===== config.mk =====
export PLATFORM = sky130hd
export DESIGN_NAME = arbiter_router_burst_arbiter_flat
export DESIGN_NICKNAME = d
export VERILOG_FILES = /design/src/rtl/arbiter_router_burst_arbiter_if.sv /design/src/rtl/arbiter_router_burst_arbiter.sv /design/src/flat_wrapper.sv
export SDC_FILE = /design/constraint.sdc
export NUM_CORES = 1
export LEC_CHECK = 0
export CAP_MARGIN = 10
export CORE_MARGIN = 1
export CORE_UTILIZATION = 38
export CTS_CLUSTER_DIAMETER = 80
export DETAILED_ROUTE_END_ITERATION = 10
export GPL_TIMING_DRIVEN = 0
export PLACE_DENSITY = 0.95
export SKIP_LAST_GASP = 1
export SLEW_MARGIN = 40
export SYNTH_ARGS = -nofsm -noshare
export SYNTH_HDL_FRONTEND = slang
export SYNTH_SLANG_ARGS = --single-unit

===== constraint.sdc =====
create_clock -name clk -period 5.2 [get_ports clk]
set_input_delay 1.04 -clock clk [delete_from_list [all_inputs] [get_ports clk]]
set_output_delay 1.04 -clock clk [all_outputs]
set_load 0.01 [all_outputs]

===== src/rtl/arbiter_router_burst_arbiter_if.sv =====
// arbiter_router_burst_arbiter_if: val/rdy bundle between NINPUTS request streams and one merged output stream.
// Ports: istream_val/msg/rdy (per input), ostream_val/msg/rdy (merged, msg = {source tag, payload}),
//        grant_idx (selected input), busy (burst locked). slave = arbiter side, master = driver side.
interface arbiter_router_burst_arbiter_if #(
    parameter int NBITS   = 16,
    parameter int NINPUTS = 4
);
    localparam int ADDR_NBITS = $clog2(NINPUTS);
    logic [NINPUTS-1:0]                  istream_val;
    logic [NINPUTS-1:0][NBITS-1:0]       istream_msg;
    logic [NINPUTS-1:0]                  istream_rdy;
    logic                                ostream_val;
    logic [ADDR_NBITS+NBITS-1:0]         ostream_msg;
    logic                                ostream_rdy;
    logic [ADDR_NBITS-1:0]               grant_idx;
    logic                                busy;
    modport slave (
        input  istream_val, istream_msg, ostream_rdy,
        output istream_rdy, ostream_val, ostream_msg, grant_idx, busy
    );
    modport master (
        output istream_val, istream_msg, ostream_rdy,
        input  istream_rdy, ostream_val, ostream_msg, grant_idx, busy
    );
endinterface


===== src/rtl/arbiter_router_burst_arbiter.sv =====
// arbiter_router_burst_arbiter: round-robin merge of NINPUTS val/rdy streams with the grant locked for BURST_LEN beats.
// Ports: clk, reset (async, active-low), io (slave modport: per-input streams in, tagged merged stream out,
//        grant_idx and busy status). Datapath is purely combinational; only arbitration state is stored.
module arbiter_router_burst_arbiter #(
    parameter int NBITS     = 16,
    parameter int NINPUTS   = 4,
    parameter int BURST_LEN = 8
) (
    input logic clk,
    input logic reset,
    arbiter_router_burst_arbiter_if.slave io
);
    localparam int ADDR_NBITS = $clog2(NINPUTS);
    localparam int CNT_NBITS  = $clog2(BURST_LEN + 1);
    typedef enum logic {IDLE, BURST} state_t;
    state_t                state;
    logic [ADDR_NBITS-1:0] ptr, gnt, rr_sel, cand, sel, sel_nxt;
    logic [CNT_NBITS-1:0]  cnt;
    logic                  xfer;
    // Scan from the far end back toward ptr so the last hit is the first valid input at or after ptr.
    always_comb begin
        rr_sel = ptr;
        cand   = '0;
        for (int k = NINPUTS - 1; k >= 0; k--) begin
            cand = ADDR_NBITS'((int'(ptr) + k) % NINPUTS);
            if (io.istream_val[cand]) rr_sel = cand;
        end
    end
    assign sel     = (state == BURST) ? gnt : rr_sel;
    assign sel_nxt = (sel == ADDR_NBITS'(NINPUTS - 1)) ? '0 : sel + ADDR_NBITS'(1);
    // With nothing valid in IDLE, sel falls back to ptr whose val is 0, so this covers both states.
    assign io.ostream_val = reset & io.istream_val[sel];
    assign io.ostream_msg = io.ostream_val ? {sel, io.istream_msg[sel]} : '0;
    assign io.istream_rdy = (reset & io.ostream_rdy) ? NINPUTS'(1) << sel : '0;
    assign io.grant_idx   = sel;
    assign io.busy        = (state == BURST);
    assign xfer           = io.ostream_val & io.ostream_rdy;
    always_ff @(posedge clk or negedge reset) begin
        if (!reset) begin
            state <= IDLE;
            ptr   <= '0;
            gnt   <= '0;
            cnt   <= '0;
        end else if (xfer) begin
            if (state == IDLE) begin
                if (BURST_LEN > 1) begin
                    gnt   <= sel;
                    cnt   <= CNT_NBITS'(1);
                    state <= BURST;
                end else begin
                    ptr <= sel_nxt;
                end
            end else if (cnt == CNT_NBITS'(BURST_LEN - 1)) begin
                state <= IDLE;
                cnt   <= '0;
                ptr   <= sel_nxt;
            end else begin
                cnt <= cnt + CNT_NBITS'(1);
            end
        end
    end
endmodule


===== src/flat_wrapper.sv =====
// flat-port wrapper written by rule: the top's interface ports become plain ports
module arbiter_router_burst_arbiter_flat 
#(
    parameter int NBITS     = 16,
    parameter int NINPUTS   = 4,
    parameter int BURST_LEN = 8
)
  (clk, reset, io_istream_val, io_istream_msg, io_ostream_rdy, io_istream_rdy, io_ostream_val, io_ostream_msg, io_grant_idx, io_busy);
  arbiter_router_burst_arbiter_if #(.NBITS(NBITS), .NINPUTS(NINPUTS)) io_i ();
  input logic clk;
  input logic reset;
  input wire logic [$bits(io_i.istream_val)-1:0] io_istream_val;
  input wire logic [$bits(io_i.istream_msg)-1:0] io_istream_msg;
  input wire logic [$bits(io_i.ostream_rdy)-1:0] io_ostream_rdy;
  output wire logic [$bits(io_i.istream_rdy)-1:0] io_istream_rdy;
  output wire logic [$bits(io_i.ostream_val)-1:0] io_ostream_val;
  output wire logic [$bits(io_i.ostream_msg)-1:0] io_ostream_msg;
  output wire logic [$bits(io_i.grant_idx)-1:0] io_grant_idx;
  output wire logic [$bits(io_i.busy)-1:0] io_busy;
  assign io_i.istream_val = io_istream_val;
  assign io_i.istream_msg = io_istream_msg;
  assign io_i.ostream_rdy = io_ostream_rdy;
  assign io_istream_rdy = io_i.istream_rdy;
  assign io_ostream_val = io_i.ostream_val;
  assign io_ostream_msg = io_i.ostream_msg;
  assign io_grant_idx = io_i.grant_idx;
  assign io_busy = io_i.busy;
  arbiter_router_burst_arbiter #(.NBITS(NBITS), .NINPUTS(NINPUTS), .BURST_LEN(BURST_LEN)) u_core (.clk(clk), .reset(reset), .io(io_i));
endmodule

---- Word-level counts from Yosys, hierarchy flattened ----
Index checks and enable logic that the tools add are counted.
storage, ports and cells
  register bits after elaboration ......... 9
  input port bits ......................... 71
  output and inout bits ................... 26
  logic and storage cells ................. 47
cells by class
  add/sub/neg operators ................... 5
  $lt $le $gt $ge ......................... 5
  equality and inequality tests ........... 2
  shifts and indexed selects .............. 1
  muxes and demuxes ....................... 24
  bitwise gates (word level) .............. 4
  reduce and logical (&&, ||, !) cells .... 2
operators with widths
  cell                 number
  $bmux 16 s2          1
  $mux 18              1
  $mux 16              1
  $lt 2x3->1 const B   5
  $mux 2               6
  $mux 4               3
  $bmux 1 s2           5
  $mux 1               7
  $add 2x1->2 const B  2
  $add 2x2->2 const B  2
  $add 4x1->4 const B  1
  $eq 4x3->1 const B   1
  $shl 1x2->4 const A  1
  $and 1x1->1          3
  $reduce_and 3->1     1
  $eq 2x2->1 const B   1
  $reduce_and 2->1     1
  $not 1->1            1

---- Logic depth before layout (Yosys ltp) ----
Gate-level depths: netlist of the first run.
  word-level depth ........................ 13
  depth in mapped cells ................... 9
  gate-level depth less buffers ........... 7

---- Worst setup path after synthesis of the first run ----
Ideal clock, no wire load.
  path type ............................... input to output
  start point ............................. in io_istream_val[0]
  end point ............................... out io_ostream_msg[10]
  arrival time ............................ 2780 ps
  required time ........................... 4160 ps
  slack ................................... 1380 ps
  stages on the path ...................... 8
  buffers on the path ..................... 1
  path through ............................ and3b_1 or4_4 a31oi_4 inv_2 buf_2 nand2_1 o211ai_2 a211oi_1
on the way
  word-level cells in the longest chain between the ends .. 11
  elaborated cells between the ends (all ways) .. 19
  classes of those cells .................. mux: 18; bitwise: 1
ends and longest elaborated chain
  element                       line                                source
  start, declared               flat_wrapper.sv:12                  input wire logic [$bits(io_i.istream_val)-1:0] io_istream_val;
  $bmux 1 s2                    arbiter_router_burst_arbiter.sv:26  if (io.istream_val[cand]) rr_sel = cand;
  $mux 1 (implied by the code)  arbiter_router_burst_arbiter.sv:26
  $mux 2 (4 in a row)           arbiter_router_burst_arbiter.sv:26
  $mux 2                        arbiter_router_burst_arbiter.sv:29  assign sel = (state == BURST) ? gnt : rr_sel;
  $bmux 1 s2                    arbiter_router_burst_arbiter.sv:32  assign io.ostream_val = reset & io.istream_val[sel];
  $mux 1 (implied by the code)  arbiter_router_burst_arbiter.sv:32
  $and 1x1->1                   arbiter_router_burst_arbiter.sv:32
  $mux 18 *                     arbiter_router_burst_arbiter.sv:33  assign io.ostream_msg = io.ostream_val ? {sel, io.istream_msg[sel]} : '0;
  end, declared                 flat_wrapper.sv:17                  output wire logic [$bits(io_i.ostream_msg)-1:0] io_ostream_msg;
Mark *: on every way between the ends. The rest lies on a longest branch, timed or not. The select of a mux whose other input is x is not followed.

---- Final worst setup path of the first run ----
  start point ............................. in io_istream_val[2]
  end point ............................... out io_istream_rdy[0]
on the way
  word-level cells in the longest chain between the ends .. 9
  elaborated cells between the ends (all ways) .. 15
  classes of those cells .................. shift: 1; mux: 14
ends and longest elaborated chain
  element                       line                                source
  $bmux 1 s2                    arbiter_router_burst_arbiter.sv:26
  $mux 1 (implied by the code)  arbiter_router_burst_arbiter.sv:26
  $mux 2 (3 in a row)           arbiter_router_burst_arbiter.sv:26
  $mux 2 *                      arbiter_router_burst_arbiter.sv:26
  $mux 2 *                      arbiter_router_burst_arbiter.sv:29
  $shl 1x2->4 *                 arbiter_router_burst_arbiter.sv:34  assign io.istream_rdy = (reset & io.ostream_rdy) ? NINPUTS'(1) << sel : '0;
  $mux 4 *                      arbiter_router_burst_arbiter.sv:34
  end, declared                 flat_wrapper.sv:15                  output wire logic [$bits(io_i.istream_rdy)-1:0] io_istream_rdy;
Marked as above.

==> impl_metrics.json, run 1 <==
{
  "area_growth_pct": 78.84,
  "insertion_delay_ps": 270,
  "synth_edf_count": 0,
  "setup_viol": 0,
  "synth_top_area_share_pct": 19.48,
  "die-area_mm2": 0.003758,
  "fp-row-count": 21,
  "drt-wirelength-per-cell_um": 13.76,
  "relSlewSlack_pct": 64.40,
  "die_h_um": 61.30,
  "die_x_um": 61.30,
  "skew_ps": 5.408,
  "r2r_cells": 8,
  "slew_viol_final": 0,
  "synth_cells": 152,
  "final_cells": 298,
  "cts_sinks": 9,
  "max_freq_ghz": 0.1994,
  "cts_tree": "yes",
  "grtUsageTotal_pct": 22.84,
  "vias": 1600,
  "power.density_mw_per_mm2": 382.1,
  "h-tree-depth": 1,
  "numCtsBuffers": 3,
  "r2r_start": "u_core.ptr[1]$_DFFE_PN0P_",
  "fin_crit_sh_pct": 96.46,
  "grt-ovfl-total": 0,
  "n_antenna_cell": 0,
  "endpoint_kind": "output port",
  "drive_above_1_share_pct": 9.921,
  "status": "complete, no violations",
  "via_per_inst": 5.369,
  "first_pass_iters": 4,
  "p_sw_share_pct": 45.33,
  "dp.cells": 294,
  "worst_slew_pin_slew_ps": 534.0,
  "synth_seq_cells": 9,
  "final_antenna_net_count": 0,
  "yosys_warnings": 0,
  "worstSetupStartpointType": "input port",
  "worstHoldPathType": "reg2reg",
  "yosys-top-cells-area": "mux2i_1, dfrtp_1, a211oi_1",
  "antenna_found_initial": 0,
  "combPwrFrac_pct": 81.0,
  "io_pins": 97,
  "yosysSeqAreaShare_pct": 16.85,
  "gp_congestion": 0.8454,
  "finalSetupTns_ps": 0,
  "syn_area_mm2": 0.001336,
  "intPower_w": 0.0004992,
  "grt_pass1_wl_mm": 6.417,
  "core_area_mm2": 0.003363,
  "period_needed_ps": 5016,
  "synth_cell_types": 40,
  "start_util_pct": 39.73,
  "dr.first_iter.drc_count": 36,
  "final_nets": 329,
  "clockRootBuffer": "clkbuf_4",
  "r2r_slack_ps": 2640,
  "timing.rr.end": "u_core.ptr[1]$_DFFE_PN0P_",
  "required_ps": 4160,
  "place.port_buffers": 96,
  "final_common_cell": "clkdlybuf4s50_1",
  "min_path_cells": 1,
  "irDropWorstVdd_v": 0.0002260,
  "critPathMaxFanout": 12,
  "rsz0062_at_grt": "no",
  "clkPwrFrac_pct": 6.2,
  "cts_buffer_depth": 2,
  "drv_cap": 0,
  "synth_top_cell_by_area": "mux2i_1",
  "hpwlAfterDp_mm": 3.391,
  "synthFlopType": "dfrtp_1",
  "min_from": "u_core.gnt[1]$_DFFE_PN0P_",
  "path_clk_slew_ps": 60,
  "criticalPathCategory": "in2out",
  "arrival_ps": 3980,
  "syn_area_per_cell_um2": 8.791,
  "seqPwrFrac_pct": 12.8,
  "power.switching_w": 0.0004139,
  "hold_end": "u_core.gnt[1]$_DFFE_PN0P_",
  "syn-num-nets": 228,
  "finalHoldViolCount": 0,
  "p_leak_nw": 0.9949,
  "final_cell_mix": "clkdlybuf4s50_1, mux2i_1, a211oi_1, inv_1, dfrtp_1",
  "wirelength_mm": 4.100,
  "cts_hold_buf": 0,
  "grt_pass1_vias": 1493,
  "grt_max_degree": 13,
  "async_flop_share_pct": 100.0,
  "drc_errors": 0
}
[per-stage QoR]
step                instance area [um^2]  hold slack [ps]  util, %  total power [W]  setup slack, ps
global route                        2390            546.4    71.06        0.0009921            7.133
detailed placement                  2355            508.9    70.01        0.0008564            109.3
floorplan                           1336            465.3        -        0.0005807             1380
CTS                                 2382            522.6    70.83        0.0009149            98.88
finish                              2390            524.0    71.06        0.0009130            184.0
global placement                    2355            479.9    70.01        0.0008344            128.1
[logic make-up after synthesis]
logic type	share of synthesized area (%)
flops	16.85
buf+inv	7.116
mux	25.37
simple gates	17.89
compound gates	28.09
fa+ha+maj	4.682
[metal layers]
layer	routed length (um)	track usage, %	vias to the layer above	share of wire (%)
li1	-	-	786	-
met1	1587	25.03	745	39
met2	2201	43.63	64	54
met3	281	5.462	5	6.9
met4	30	5.844	0	0.73
met5	0	0	-	0
[registers in the layout, summed over array words and instances (netlist names)]
signal          count
u_core.io.busy      1
u_core.cnt          4
u_core.gnt          2
u_core.ptr          2
[power by group through the flow]
stage | combinational [W] | clock (W) | sequential, W
after global placement | 0.000720 | 0 | 0.000114
after floorplan | 0.000469 | 0 | 0.000112
final | 0.000740 | 0.0000563 | 0.000117
after global routing | 0.000810 | 0.0000617 | 0.000120
after CTS | 0.000742 | 0.0000572 | 0.000116
after detailed placement | 0.000739 | 0 | 0.000118
[critical path, cell delays in order]
cell	delay, ps
clkdlybuf4s50_1	540
mux2_1	350
a21oi_1	190
a32o_1	190
buf_4	180
clkbuf_1	440
inv_1	160
ha_1	230
and3_1	170
clkdlybuf4s50_1	480
[cell type report]
type | count | area [um^2]
buffer | 10 | 53.80
clock buffer | 3 | 22.52
clock inverter | 1 | 5.005
fill | 289 | 973.4
inverter | 11 | 41.29
multi-input combinational | 122 | 1021
sequential | 9 | 225.2
tap | 46 | 57.56
timing repair buffer | 96 | 963.4
[cells in the mapped netlist (2+ instances only)]
cell and n:
a211oi_1 17, a21oi_1 2, and2_1 8, and3_1 6, buf_2 4, buf_4 3
clkbuf_1 3, dfrtp_1 9, ha_1 5, inv_1 9, inv_2 2, mux2_1 3
mux2_4 3, mux2i_1 26, nand2_1 5, nand3_1 2, nor2_1 5, nor2b_1 4
nor3_1 2, o211ai_1 4, o211ai_2 2, o21a_1 2, o21ai_0 2, o22ai_1 8
[how the worst max path moves through the flow]
stage | from | to | slack (ps) | depth (start not counted)
2_1_floorplan | io_istream_val[0] | io_ostream_msg[10] | 1380 | 8
3_3_place_gp | io_istream_val[3] | io_ostream_msg[5] | 130 | 10
3_5_place_dp | io_istream_val[3] | io_ostream_msg[9] | 110 | 10
4_1_cts | io_istream_val[3] | io_ostream_msg[5] | 100 | 10
5_1_grt | io_istream_val[0] | io_ostream_msg[4] | 7 | 10
6_report | io_istream_val[2] | io_istream_rdy[0] | 180 | 10
[timing repair]
action,CTS,global route
buffers inserted,0,0
setup endpoints to repair,0,12
gates resized for setup,0,2
Note: power is estimated with default switching activity, not from simulation.
==> run 2, diff against run 1 <==
- CORE_UTILIZATION: 38 -> 32
- PLACE_DENSITY: 0.95 -> 0.86
- clock period: 5.2 -> 4.1 ns (I/O delays scaled with it)
==> impl_metrics.json, run 2 (same netlist as run 1, synthesis figures left out) <==
{
  "n_antenna_cell": 0,
  "criticalPathCategory": "in2out",
  "cts_buffer_depth": 2,
  "die_x_um": 66.62,
  "drt-wirelength-per-cell_um": 13.97,
  "irDropWorstVdd_v": 0.0002049,
  "core_area_mm2": 0.004000,
  "numCtsBuffers": 3,
  "die-area_mm2": 0.004438,
  "final_cell_mix": "clkdlybuf4s50_1, mux2i_1, a211oi_1",
  "fin_crit_sh_pct": 97.75,
  "drc_errors": 0,
  "min_path_cells": 1,
  "final_antenna_net_count": 0,
  "final_nets": 332,
  "io_pins": 97,
  "reg_top3": "u_core.cnt x4, u_core.gnt x2, u_core.ptr x2",
  "relSlewSlack_pct": 69.32,
  "dp.cells": 298,
  "worstSetupStartpointType": "input port",
  "antenna_found_initial": 0,
  "insertion_delay_ps": 240,
  "cts_sinks": 9,
  "vias": 1589,
  "clkPwrFrac_pct": 8.8,
  "gp_congestion": 0.8376,
  "status": "complete, no violations",
  "first_pass_iters": 4,
  "via_per_inst": 5.210,
  "combPwrFrac_pct": 79.2,
  "period_needed_ps": 4008,
  "stdcell_area_mm2": 0.002451,
  "p_sw_share_pct": 44.99,
  "drv_cap": 0,
  "setup_viol": 0,
  "p_leak_nw": 1.196,
  "slew_viol_final": 0,
  "clockRootBuffer": "clkbuf_8",
  "h-tree-depth": 1,
  "die_h_um": 66.62,
  "rsz0062_at_grt": "no",
  "dr.first_iter.drc_count": 48,
  "place.port_buffers": 96,
  "grt_max_degree": 13,
  "r2r_slack_ps": 1580,
  "area_growth_pct": 83.43,
  "power.switching_w": 0.0005441,
  "drive_above_1_share_pct": 15.29,
  "wirelength_mm": 4.262,
  "post-route-util_pct": 61.28,
  "final_common_cell": "clkdlybuf4s50_1",
  "required_ps": 3280,
  "final_cells": 305,
  "grt-ovfl-total": 0,
  "place_area_mm2": 0.002360,
  "intPower_w": 0.0006653,
  "worstHoldPathType": "reg2reg",
  "max_freq_ghz": 0.2495,
  "hpwlAfterDp_mm": 3.368,
  "skew_ps": 7.235,
  "min_from": "u_core.gnt[1]$_DFFE_PN0P_",
  "max_flop_register": "u_core.cnt",
  "path_clk_slew_ps": 50,
  "grt_pass1_vias": 1455,
  "r2r_cells": 8,
  "largest_reg_flops": 4,
  "r2r_start": "u_core.ptr[1]$_DFFE_PN0P_",
  "finalHoldViolCount": 0,
  "cts_tree": "yes",
  "fp-row-count": 23,
  "grt_pass1_wl_mm": 6.479,
  "p_total_w": 0.001209,
  "critPathMaxFanout": 11,
  "hold_end": "u_core.gnt[1]$_DFFE_PN0P_",
  "start_util_pct": 33.41,
  "seqPwrFrac_pct": 12.0,
  "grtUsageTotal_pct": 19.01,
  "power.density_mw_per_mm2": 493.4,
  "cts_hold_buf": 0,
  "worst_slew_pin_slew_ps": 455.4,
  "timing.rr.end": "u_core.ptr[1]$_DFFE_PN0P_",
  "endpoint_kind": "output port",
  "arrival_ps": 3190
}
-- run 2: worst max-delay path by stage --
stage,from,end,slack (ps)
detailed placement,io_istream_val[3],io_ostream_msg[5],-550
global placement,io_istream_val[3],io_ostream_msg[13],-530
floorplan,io_istream_val[0],io_ostream_msg[10],720
global route,io_istream_val[0],io_istream_rdy[0],0.7
CTS,io_istream_val[0],io_ostream_msg[16],0.3
finish,io_istream_val[0],io_istream_rdy[0],90
-- run 2: power by group through the flow --
stage | clock, W | sequential (W) | combinational, W
after floorplan | 0 | 0.000142 | 0.000595
after global placement | 0 | 0.000144 | 0.000918
after detailed placement | 0 | 0.000146 | 0.000937
after CTS | 0.000109 | 0.000145 | 0.000967
after global routing | 0.000112 | 0.000151 | 0.00104
final | 0.000107 | 0.000145 | 0.000957
-- run 2: worst max-delay path, cell delays in order --
cell	delay [ps]
dlygate4sd2_1	290
and3b_1	230
or4_4	510
a31oi_4	210
inv_4	100
buf_4	190
ha_1	180
and3_1	170
clkdlybuf4s50_1	480
-- run 2: timing repair --
action	CTS	global route
cloned	0	0
resized for setup	29	33
setup buffers	3	0
endpoints found under the setup margin	25	20
pin swaps	1	1
-- run 2: final cells by class --
| cell class | instances | area [um^2] |
|---|---|---|
| flip-flops and latches | 9 | 225.2 |
| inverters | 11 | 43.79 |
| multi-input cells | 122 | 1037 |
| plain buffers | 10 | 75.07 |
| clock buffers | 4 | 45.04 |
| well taps | 50 | 62.56 |
| fillers | 359 | 1549 |
| repair buffers | 99 | 962.2 |
-- run 2: metrics by stage --
stage                     setup slack (ps)  setup TNS [ps]  hold slack, ps
final                                92.26               0           502.0
after global routing                0.6539               0           515.5
after CTS                           0.2929               0           504.6
after detailed placement            -549.7          -11590           493.4
after global placement              -530.3          -10850           478.9
after floorplan                      720.0               0           465.3
-- run 2: layer usage --
layer | vias up | track usage (%) | share of wire, %
li1 | 786 | - | -
met5 | - | 0 | 0
met1 | 744 | 21.56 | 40
met3 | 4 | 3.253 | 6.4
met4 | 0 | 6.649 | 1.1
met2 | 55 | 35.10 | 52
